[src/rtl/vigna_bus_arbiter.sv]
// Round-robin merge of the vigna instruction and data ports onto one shared memory port.
// One transaction in flight, registered request/response paths, optional timeout with sticky error.
module vigna_bus_arbiter #(
  parameter int unsigned TIMEOUT_CYCLES = 255,
  parameter logic [31:0] ERR_DATA       = 32'hDEADBEEF
) (
  input  logic        clk,
  input  logic        resetn,
  input  logic        i_valid,
  output logic        i_ready,
  input  logic [31:0] i_addr,
  output logic [31:0] i_rdata,
  input  logic        d_valid,
  output logic        d_ready,
  input  logic [31:0] d_addr,
  output logic [31:0] d_rdata,
  input  logic [31:0] d_wdata,
  input  logic [3:0]  d_wstrb,
  output logic        m_valid,
  input  logic        m_ready,
  output logic [31:0] m_addr,
  input  logic [31:0] m_rdata,
  output logic [31:0] m_wdata,
  output logic [3:0]  m_wstrb,
  output logic        bus_err
);

  typedef enum logic [1:0] {IDLE, BUSY_I, BUSY_D, RESP} state_e;

  localparam bit          TimeoutEn   = (TIMEOUT_CYCLES != 0);
  localparam logic [31:0] TimeoutLast = TIMEOUT_CYCLES - 1;

  state_e      state_q, state_d;
  logic        last_was_d_q, last_was_d_d;
  logic [31:0] cnt_q, cnt_d;
  logic        m_valid_q, m_valid_d;
  logic [31:0] m_addr_q, m_addr_d;
  logic [31:0] m_wdata_q, m_wdata_d;
  logic [3:0]  m_wstrb_q, m_wstrb_d;
  logic        i_ready_q, i_ready_d;
  logic        d_ready_q, d_ready_d;
  logic [31:0] i_rdata_q, i_rdata_d;
  logic [31:0] d_rdata_q, d_rdata_d;
  logic        bus_err_q, bus_err_d;

  always_comb begin
    state_d      = state_q;
    last_was_d_d = last_was_d_q;
    cnt_d        = cnt_q;
    m_valid_d    = m_valid_q;
    m_addr_d     = m_addr_q;
    m_wdata_d    = m_wdata_q;
    m_wstrb_d    = m_wstrb_q;
    i_ready_d    = 1'b0;
    d_ready_d    = 1'b0;
    i_rdata_d    = i_rdata_q;
    d_rdata_d    = d_rdata_q;
    bus_err_d    = bus_err_q;

    unique case (state_q)
      IDLE: begin
        // On contention the port that did not win last time goes first
        if (d_valid && (!i_valid || !last_was_d_q)) begin
          state_d      = BUSY_D;
          last_was_d_d = 1'b1;
          cnt_d        = 32'd0;
          m_valid_d    = 1'b1;
          m_addr_d     = d_addr;
          m_wdata_d    = d_wdata;
          m_wstrb_d    = d_wstrb;
        end else if (i_valid) begin
          state_d      = BUSY_I;
          last_was_d_d = 1'b0;
          cnt_d        = 32'd0;
          m_valid_d    = 1'b1;
          m_addr_d     = i_addr;
          m_wdata_d    = 32'd0;
          m_wstrb_d    = 4'd0;
        end
      end
      BUSY_I, BUSY_D: begin
        // A completion on the final count still beats the timeout
        if (m_ready || (TimeoutEn && (cnt_q == TimeoutLast))) begin
          state_d   = RESP;
          m_valid_d = 1'b0;
          if (!m_ready) begin
            bus_err_d = 1'b1;
          end
          if (state_q == BUSY_I) begin
            i_ready_d = 1'b1;
            i_rdata_d = m_ready ? m_rdata : ERR_DATA;
          end else begin
            d_ready_d = 1'b1;
            d_rdata_d = m_ready ? m_rdata : ERR_DATA;
          end
        end else if (TimeoutEn) begin
          cnt_d = cnt_q + 32'd1;
        end
      end
      RESP: begin
        state_d = IDLE;
      end
      default: begin
        state_d = IDLE;
      end
    endcase
  end

  always_ff @(posedge clk) begin
    if (!resetn) begin
      state_q      <= IDLE;
      last_was_d_q <= 1'b0;
      cnt_q        <= 32'd0;
      m_valid_q    <= 1'b0;
      m_addr_q     <= 32'd0;
      m_wdata_q    <= 32'd0;
      m_wstrb_q    <= 4'd0;
      i_ready_q    <= 1'b0;
      d_ready_q    <= 1'b0;
      i_rdata_q    <= 32'd0;
      d_rdata_q    <= 32'd0;
      bus_err_q    <= 1'b0;
    end else begin
      state_q      <= state_d;
      last_was_d_q <= last_was_d_d;
      cnt_q        <= cnt_d;
      m_valid_q    <= m_valid_d;
      m_addr_q     <= m_addr_d;
      m_wdata_q    <= m_wdata_d;
      m_wstrb_q    <= m_wstrb_d;
      i_ready_q    <= i_ready_d;
      d_ready_q    <= d_ready_d;
      i_rdata_q    <= i_rdata_d;
      d_rdata_q    <= d_rdata_d;
      bus_err_q    <= bus_err_d;
    end
  end

  assign m_valid = m_valid_q;
  assign m_addr  = m_addr_q;
  assign m_wdata = m_wdata_q;
  assign m_wstrb = m_wstrb_q;
  assign i_ready = i_ready_q;
  assign d_ready = d_ready_q;
  assign i_rdata = i_rdata_q;
  assign d_rdata = d_rdata_q;
  assign bus_err = bus_err_q;

endmodule

[config.mk]
export PLATFORM = sky130hd
export DESIGN_NAME = vigna_bus_arbiter
export DESIGN_NICKNAME = d
export VERILOG_FILES = /design/src/rtl/vigna_bus_arbiter.sv
export SDC_FILE = /design/constraint.sdc
export NUM_CORES = 1
export LEC_CHECK = 0
export BUFFER_PORTS_ARGS = -buffer_cell sky130_fd_sc_hd__buf_2
export CELL_PAD_IN_SITES_DETAIL_PLACEMENT = 1
export CELL_PAD_IN_SITES_GLOBAL_PLACEMENT = 2
export CORE_ASPECT_RATIO = 0.8
export CORE_MARGIN = 3
export CORE_UTILIZATION = 31
export CTS_CLUSTER_DIAMETER = 100
export DETAILED_ROUTE_END_ITERATION = 6
export GPL_TIMING_DRIVEN = 0
export PLACE_DENSITY = 0.82
export SYNTH_ARGS = -nofsm -noshare
export SYNTH_HDL_FRONTEND = slang
export SYNTH_SLANG_ARGS = --single-unit
[constraint.sdc]
create_clock -name clk -period 6.1 [get_ports clk]
set_input_delay 1.83 -clock clk [delete_from_list [all_inputs] [get_ports clk]]
set_output_delay 1.83 -clock clk [all_outputs]
set_load 0.005 [all_outputs]
# Word-level counts from Yosys, hierarchy flattened
# Index checks and enable logic that the tools add are counted.
[word_totals]
register_bits = 171
inputBits = 137
wordCells = 61
[classes]
add_sub_neg = 1
n_eq_ne = 7
mux = 22
bitwise_logic = 2
n_reduce_logical = 17
[ops]
columns = ["cell", "n"]
rows = [
  ["32-bit 2-to-1 mux", 7],
  ["32-bit case mux with 2 select lines", 1],
  ["32-bit by 1-bit adder with 32-bit output (second input constant)", 1],
  ["32-bit by 8-bit == test with 1-bit output (second input constant)", 1],
  ["3-bit AND reduction", 6],
  ["4-bit 2-to-1 mux", 2],
  ["1-bit 2-to-1 mux", 7],
  ["2-bit 2-to-1 mux", 3],
  ["2-bit case mux with 3 select lines", 1],
  ["2-bit == test (second input constant)", 2],
  ["2-bit != test (second input constant)", 2],
  ["2-bit AND reduction", 2],
  ["2-bit nonzero test", 2],
  ["3-bit != test (second input constant)", 1],
  ["2-bit by 1-bit == test with 1-bit output (second input constant)", 1],
  ["1-bit logical NOT", 2],
  ["2-bit logical NOT", 1],
  ["1-bit logical OR", 2],
  ["1-bit NOT", 2],
  ["1-bit case mux with 2 select lines", 1],
  ["2-bit OR reduction", 1],
  ["1-bit logical AND", 1],
]

# Depth between registers and ports, before layout
# Gate-level depths: netlist of the first run.
[depth]
word_depth = 5
ltp_mapped = 10
mapped_depth_nobuf = 8

# Least setup slack after synthesis of the first run
# OpenSTA, ideal clock, no wires.
[synth_timing]
path_kind = "input -> register"
from = "input resetn"
to = "register d_rdata_q[17] (netlist: d_rdata[17])"
arrival_ns = 3.005
required_time_ns = 5.960
slack_ns = 2.956
path_stages = 6
path_cell_list = "clkbuf_1 inv_1 clkbuf_1 clkbuf_1 clkbuf_1 a21oi_1"
[synth_lines]
columns = ["item", "line", "source"]
rows = [
  ["from (decl)", "8", "input logic resetn,"],
  ["to (signal assigned)", "134", "d_rdata_q <= d_rdata_d;"],
  ["to (decl)", "43", "logic [31:0] d_rdata_q, d_rdata_d;"],
]
# No word-level cell between the ends.

# Worst setup path after layout of the first run
[layout_timing]
from = "input resetn"
to = "register d_rdata_q[17] (netlist: d_rdata[17])"
# No word-level cell between the ends.

==> run metrics, run 1 <==
share of cells above drive strength 1=0.3675; die area=0.02455 sq mm; synthesized area per cell=9.770 sq um; Global Route Usage Sum=0.1924; Synth cell types=60; critical-path maximum fanout=10; worst min-delay path class=flip-flop to flip-flop; worst setup path class=input port to flip-flop; fin nets=1152; clock tree root driver cell=clkbuf_16; Seq/Total Area, Yosys=0.4867; chip width=174.4 um; Final min period=3.459 ns; router iterations before antenna repair=5; Skew-Pair Late Insertion Delay=0.44 ns; Final Setup Violations=0; Slew @ Worst Pin=0.7899 ns; Worst EP required=6.40 ns; power per cell area=424.9 mW/mm^2; largest area contributor in the netlist=dfxtp_1; LEAKAGE=4.139 nW; synthesis-to-finish area growth=33.69%; pre-CTS setup slack=2.180 ns; Post-Syn Nets=862; top cells by area in the synthesized netlist=dfxtp_1 (49%), nor2_1 (4.6%), mux2i_1 (4.6%); clock-pin slew on the worst setup and hold paths=0.07 ns; status=finished, final reports clean; Sinks on Clock Net=171; detailed-route DRC error count=0; number of global-route vias before repair=6799; Worst Setup SP=resetn; post-synth top area share=0.4867; FMAX=289.1 MHz; synth warn=0; row cnt=48; DR WL/cell=18.50 um; # hold bufs at CTS=0; global route overflow=0; count of pins over their slew limit=0; GPL Wtd Cong=0.8194; number of CTS-inserted buffers=17; startpoint class of the critical path=input port; final hold vios=0; Post-Route M1 WL=11640 um; core area=0.02192 sq mm; Post-CTS Setup Inserts=0; routed length on met2=11100 um; period utilization=0.5671; WP data arrival=3.75 ns; post-cts resize count=0; Gate Count Post-Synth=720; Longest Clk Path Bufs=2; final WL=24470 um; Post-synth top cells=dfxtp_1 (171), nor2_1 (87), nand2_1 (47); Max Cap Viol=0; Worst R2R Start=state_q[0]$_SDFFE_PN0P_; Port Buffers=271; initial core utilization=0.3209; number of routed nets with antenna violations=0; largest net degree at the start of global routing=21; IO Pins=273; Final Skew=0.01968 ns; main flop type after synthesis=dfxtp_1; number of enable flip-flop cells after synthesis=0; Post-DP HPWL=18370 um; max layer used=met4; VDD IR max=0.0002153 V; htree depth=4; Rel. slew slack=0.4698; first-pass GRT wire length=38160 um; via count=6857; initial antenna violation count=0; DR WL met3=1488 um; most frequent cell after synthesis=dfxtp_1; Chip Height=140.7 um; CTS tree=yes; antenna fix cells=0; worst setup margin=2.641 ns; worst hold start=d_rdata[20]$_SDFFE_PN0P_; setup TNS=0 ns; Vias per Instance=5.183; Synth Cell Area=0.007034 sq mm; crit path capture type=flip-flop; Detailed Route Iter0 Violations=341; Yosys reg bits=171; Async S/R FF share, synth=0; RSZ-0062 raised after global routing=no
==> metal layers <==
layer	vias to the layer above	track usage
met1	3334	0.2653
met4	0	0.03976
met5	-	0
met3	24	0.04927
met2	209	0.3062
li1	3290	-
==> metrics by stage <==
step	cells	hold slack [ns]	area, sq um	utilization	total power [W]
2_1_floorplan	720	0.4432	7034	-	0.002272
3_3_place_gp	1291	0.4462	8766	0.3999	0.002858
3_5_place_dp	1291	0.4476	8766	0.3999	0.002874
4_1_cts	1323	0.4575	9404	0.4290	0.004030
5_1_grt	1323	0.4914	9404	0.4290	0.004240
6_report	1323	0.4596	9404	0.4290	0.003996
==> flip-flops by register name, indices dropped and copies added (netlist names) <==
register / flops
i_rdata: 32
i_ready: 1
bus_err: 1
d_rdata: 32
m_valid: 1
m_wdata: 32
state_q: 2
last_was_d_q: 1
d_ready: 1
m_addr: 32
m_wstrb: 4
cnt_q: 32
==> final timing paths <==
kind | to | slack [ns] | cells past startpoint
worst min-delay path | d_rdata[20]$_SDFFE_PN0P_ | 0.46 | 2
worst max-delay path | d_rdata[17]$_SDFFE_PN0P_ | 2.64 | 6
worst max register to register | cnt_q[19]$_SDFFE_PN0P_ | 3.58 | 8
worst min register to register | d_rdata[20]$_SDFFE_PN0P_ | 0.46 | 2
==> cell type report <==
cell class | count | area, sq um
Fill cell | 2600 | 12520
Clock inverter | 15 | 212.7
Inverter | 11 | 41.29
Multi-Input combinational cell | 478 | 3282
Tap cell | 300 | 375.4
Timing Repair Buffer | 271 | 1356
Buffer | 60 | 287.8
Clock buffer | 17 | 425.4
Sequential cell | 171 | 3423
==> cells in the final DEF (no fill, tap or decap), drive strengths merged, types with 3 or more instances in the layout <==
cell | netlist | final
buf | 20 | 291
dfxtp | 171 | 171
nor2 | 88 | 88
clkbuf | 40 | 57
o221a | 49 | 49
nand2 | 47 | 47
nand3 | 42 | 42
a22oi | 36 | 36
a211oi | 33 | 33
mux2i | 32 | 32
a21oi | 32 | 32
inv | 11 | 18
nor3 | 13 | 13
and3 | 10 | 10
nand4 | 10 | 10
o21ai | 10 | 10
o21a | 7 | 7
clkinv | 0 | 7
or3 | 6 | 6
o211ai | 6 | 6
o41ai | 6 | 6
a31oi | 6 | 6
nor4 | 6 | 6
ha | 5 | 5
o31ai | 4 | 4
a21o | 3 | 3
or4 | 3 | 3
o211a | 3 | 3
==> worst max-delay path: stages <==
cell      delay [ns]
clkbuf_1        0.17
inv_1           0.14
clkbuf_1        0.45
clkbuf_1        0.54
clkbuf_1        0.53
a21oi_1         0.09
==> cells by family after synthesis <==
group	count (synthesis)	synth area share
xor+xnor	2	0.002491
buf+inv	71	0.04678
flops	171	0.4867
fa+ha+maj	5	0.008894
simple gates	233	0.1658
mux	32	0.04554
compound gates	206	0.2439
==> power breakdown <==
group	total [W]	switching [W]	internal (W)
Sequential	0.00148	0.000124	0.00135
Clock	0.00115	0.000548	0.000601
Combinational	0.00137	0.000844	0.000524
Total	0.00400	0.00152	0.00248
(Power assumes the default switching activity.)
==> inputs of run 2 (changes only) <==
Settings changed: CORE_UTILIZATION 31 to 26, PLACE_DENSITY 0.82 to 0.73.
Clock period 6.1 ns to 2.9 ns, I/O delays scaled along.
==> run 2 against run 1 <==
  * First-iteration DRC count down 17%
  * Setup slack worse by 2.3 ns
  * Total power grew 110%
  * Final cell count grew 4.3%
  * Clock power increased by 100%
  * Sequential power rose by 110%
  * Critical path type unchanged
  * Critical path depth is the same
  * Clock skew decreased by 0.0066 ns
  * Via count is 1.8% lower
  * Cell area rose by 0.45%
==> run metrics, run 2 (synthesis gave the netlist of run 1 again) <==
startpoint class of the critical path=input port; largest stage delay on the critical path=0.59 ns; first-pass GRT wire length=39150 um; crit path capture type=flip-flop; Chip Height=153.1 um; Sw Ratio=0.3819; power per cell area=880.8 mW/mm^2; Final Cell Area=0.009447 sq mm; number of routed nets with antenna violations=0; Cell Count, Final, Fillers Out=1380; Max Cap Viol=0; synthesis-to-finish area growth=34.29%; combinational power share=0.347; Vias per Instance=4.881; GPL Wtd Cong=0.7756; DR WL/cell=18.14 um; Detailed Route Iter0 Violations=284; reg-to-reg slack, setup=0.42 ns; row cnt=53; RSZ-0062 raised after global routing=no; final hold vios=0; Post-CTS Setup Inserts=0; fin nets=1152; antenna fix cells=0; Final min period=2.550 ns; critical-path maximum fanout=10; router iterations before antenna repair=4; Final Setup Violations=0; core area=0.02646 sq mm; number of CTS-inserted buffers=17; Skew-Pair Late Insertion Delay=0.43 ns; worst setup path class=input port to flip-flop; Rel. slew slack=0.4996; Longest Clk Path Bufs=2; Post-DP HPWL=18940 um; Global Route Usage Sum=0.1678; detailed-route DRC error count=0; largest net degree at the start of global routing=20; FMAX=392.2 MHz; initial core utilization=0.2659; clock-pin slew on the worst setup and hold paths=0.08 ns; Post-Place Cells=1348; number of global-route vias before repair=6885; status=finished, final reports clean; WP data arrival=2.84 ns; share of cells above drive strength 1=0.3675; Slew @ Worst Pin=0.7506 ns; sw power=0.003177 W; clock tree root driver cell=clkbuf_16; Final Skew=0.01307 ns; # hold bufs at CTS=0; IO Pins=273; chip width=189.9 um; commonest non-fill, non-tap cell in the layout=buf_2; final WL=25030 um; via count=6736; Worst EP required=3.19 ns; Cell Area, Placed=0.008837 sq mm; htree depth=4; count of pins over their slew limit=0; period utilization=0.8792; Storage cell area=0.003423 sq mm; Port Buffers=271; internal power=0.005143 W; post-cts resize count=0; highest-count cells in the layout ignoring fill and taps=buf_2 (284), dfxtp_1 (171), nor2_1 (87), nand2_1 (47), clkbuf_1 (40); LEAKAGE=4.128 nW; initial antenna violation count=0; global route overflow=0; CP max-delay cell=clkbuf_1; crit path cell chain=clkbuf_1 > inv_1 > clkbuf_1 > clkbuf_1 > clkbuf_1 > a21oi_1; die area=0.02908 sq mm; FILL cells=3126; Clk pwr share=0.280; CTS tree=yes; multi-input combinational cell area=0.003282 sq mm; most frequent CP cell=clkbuf_1; Seq pwr share=0.372; Sinks on Clock Net=171; VDD IR max=0.0004091 V; worst min-delay path class=flip-flop to flip-flop
-- run 2: power by group through the flow --
stage	clock network (W)	registers, W	logic, W
CTS	0.00241	0.00310	0.00294
detailed placement	0	0.00315	0.00294
global placement	0	0.00314	0.00291
finish	0.00233	0.00310	0.00289
floorplan	0	0.00318	0.00160
global route	0.00252	0.00317	0.00321
-- run 2: worst max-delay path: cells and delay by family --
kind | cells | cell delay [ns]
buffers and inverters | 5 | 1.87
AO/OA/AOI/OAI | 1 | 0.09
-- run 2: routing by layer --
metal,wire length [um],track usage,up-vias
met5,0,0,-
li1,-,-,3287
met4,198,0.03378,0
met2,11390,0.2696,171
met3,1506,0.03852,15
met1,11930,0.2313,3263
-- run 2: per-stage QoR --
step                      utilization  setup slack, ns  hold slack (ns)  TNS (ns)  total power, W
after floorplan                     -           0.7158           0.4432         0        0.004780
after global placement         0.3340          -0.1204           0.4453    -1.946        0.006054
after detailed placement       0.3340          -0.1262           0.4522    -1.207        0.006088
after CTS                      0.3570           0.3417           0.4629         0        0.008460
after global routing           0.3570           0.1960           0.4874         0        0.008896
final                          0.3570           0.3504           0.4620         0        0.008321
-- run 2: area by class of cell --
class                      instances  share of cell area
timing repair buffer             271              0.1436
clock buffer                      18             0.04649
tap                              357             0.04728
clock inverter                    14             0.01801
buffer                            60             0.03046
multi-input combinational        478              0.3474
inverter                          11            0.004371
sequential                       171              0.3624
-- run 2: worst paths after layout --
kind	start	to	cells past startpoint
worst max-delay path	resetn	d_rdata[24]$_SDFFE_PN0P_	6
worst min-delay path	d_rdata[29]$_SDFFE_PN0P_	d_rdata[29]$_SDFFE_PN0P_	2
worst max register to register	cnt_q[0]$_SDFFE_PN0P_	d_rdata[8]$_SDFFE_PN0P_	9
worst min register to register	d_rdata[29]$_SDFFE_PN0P_	d_rdata[29]$_SDFFE_PN0P_	2
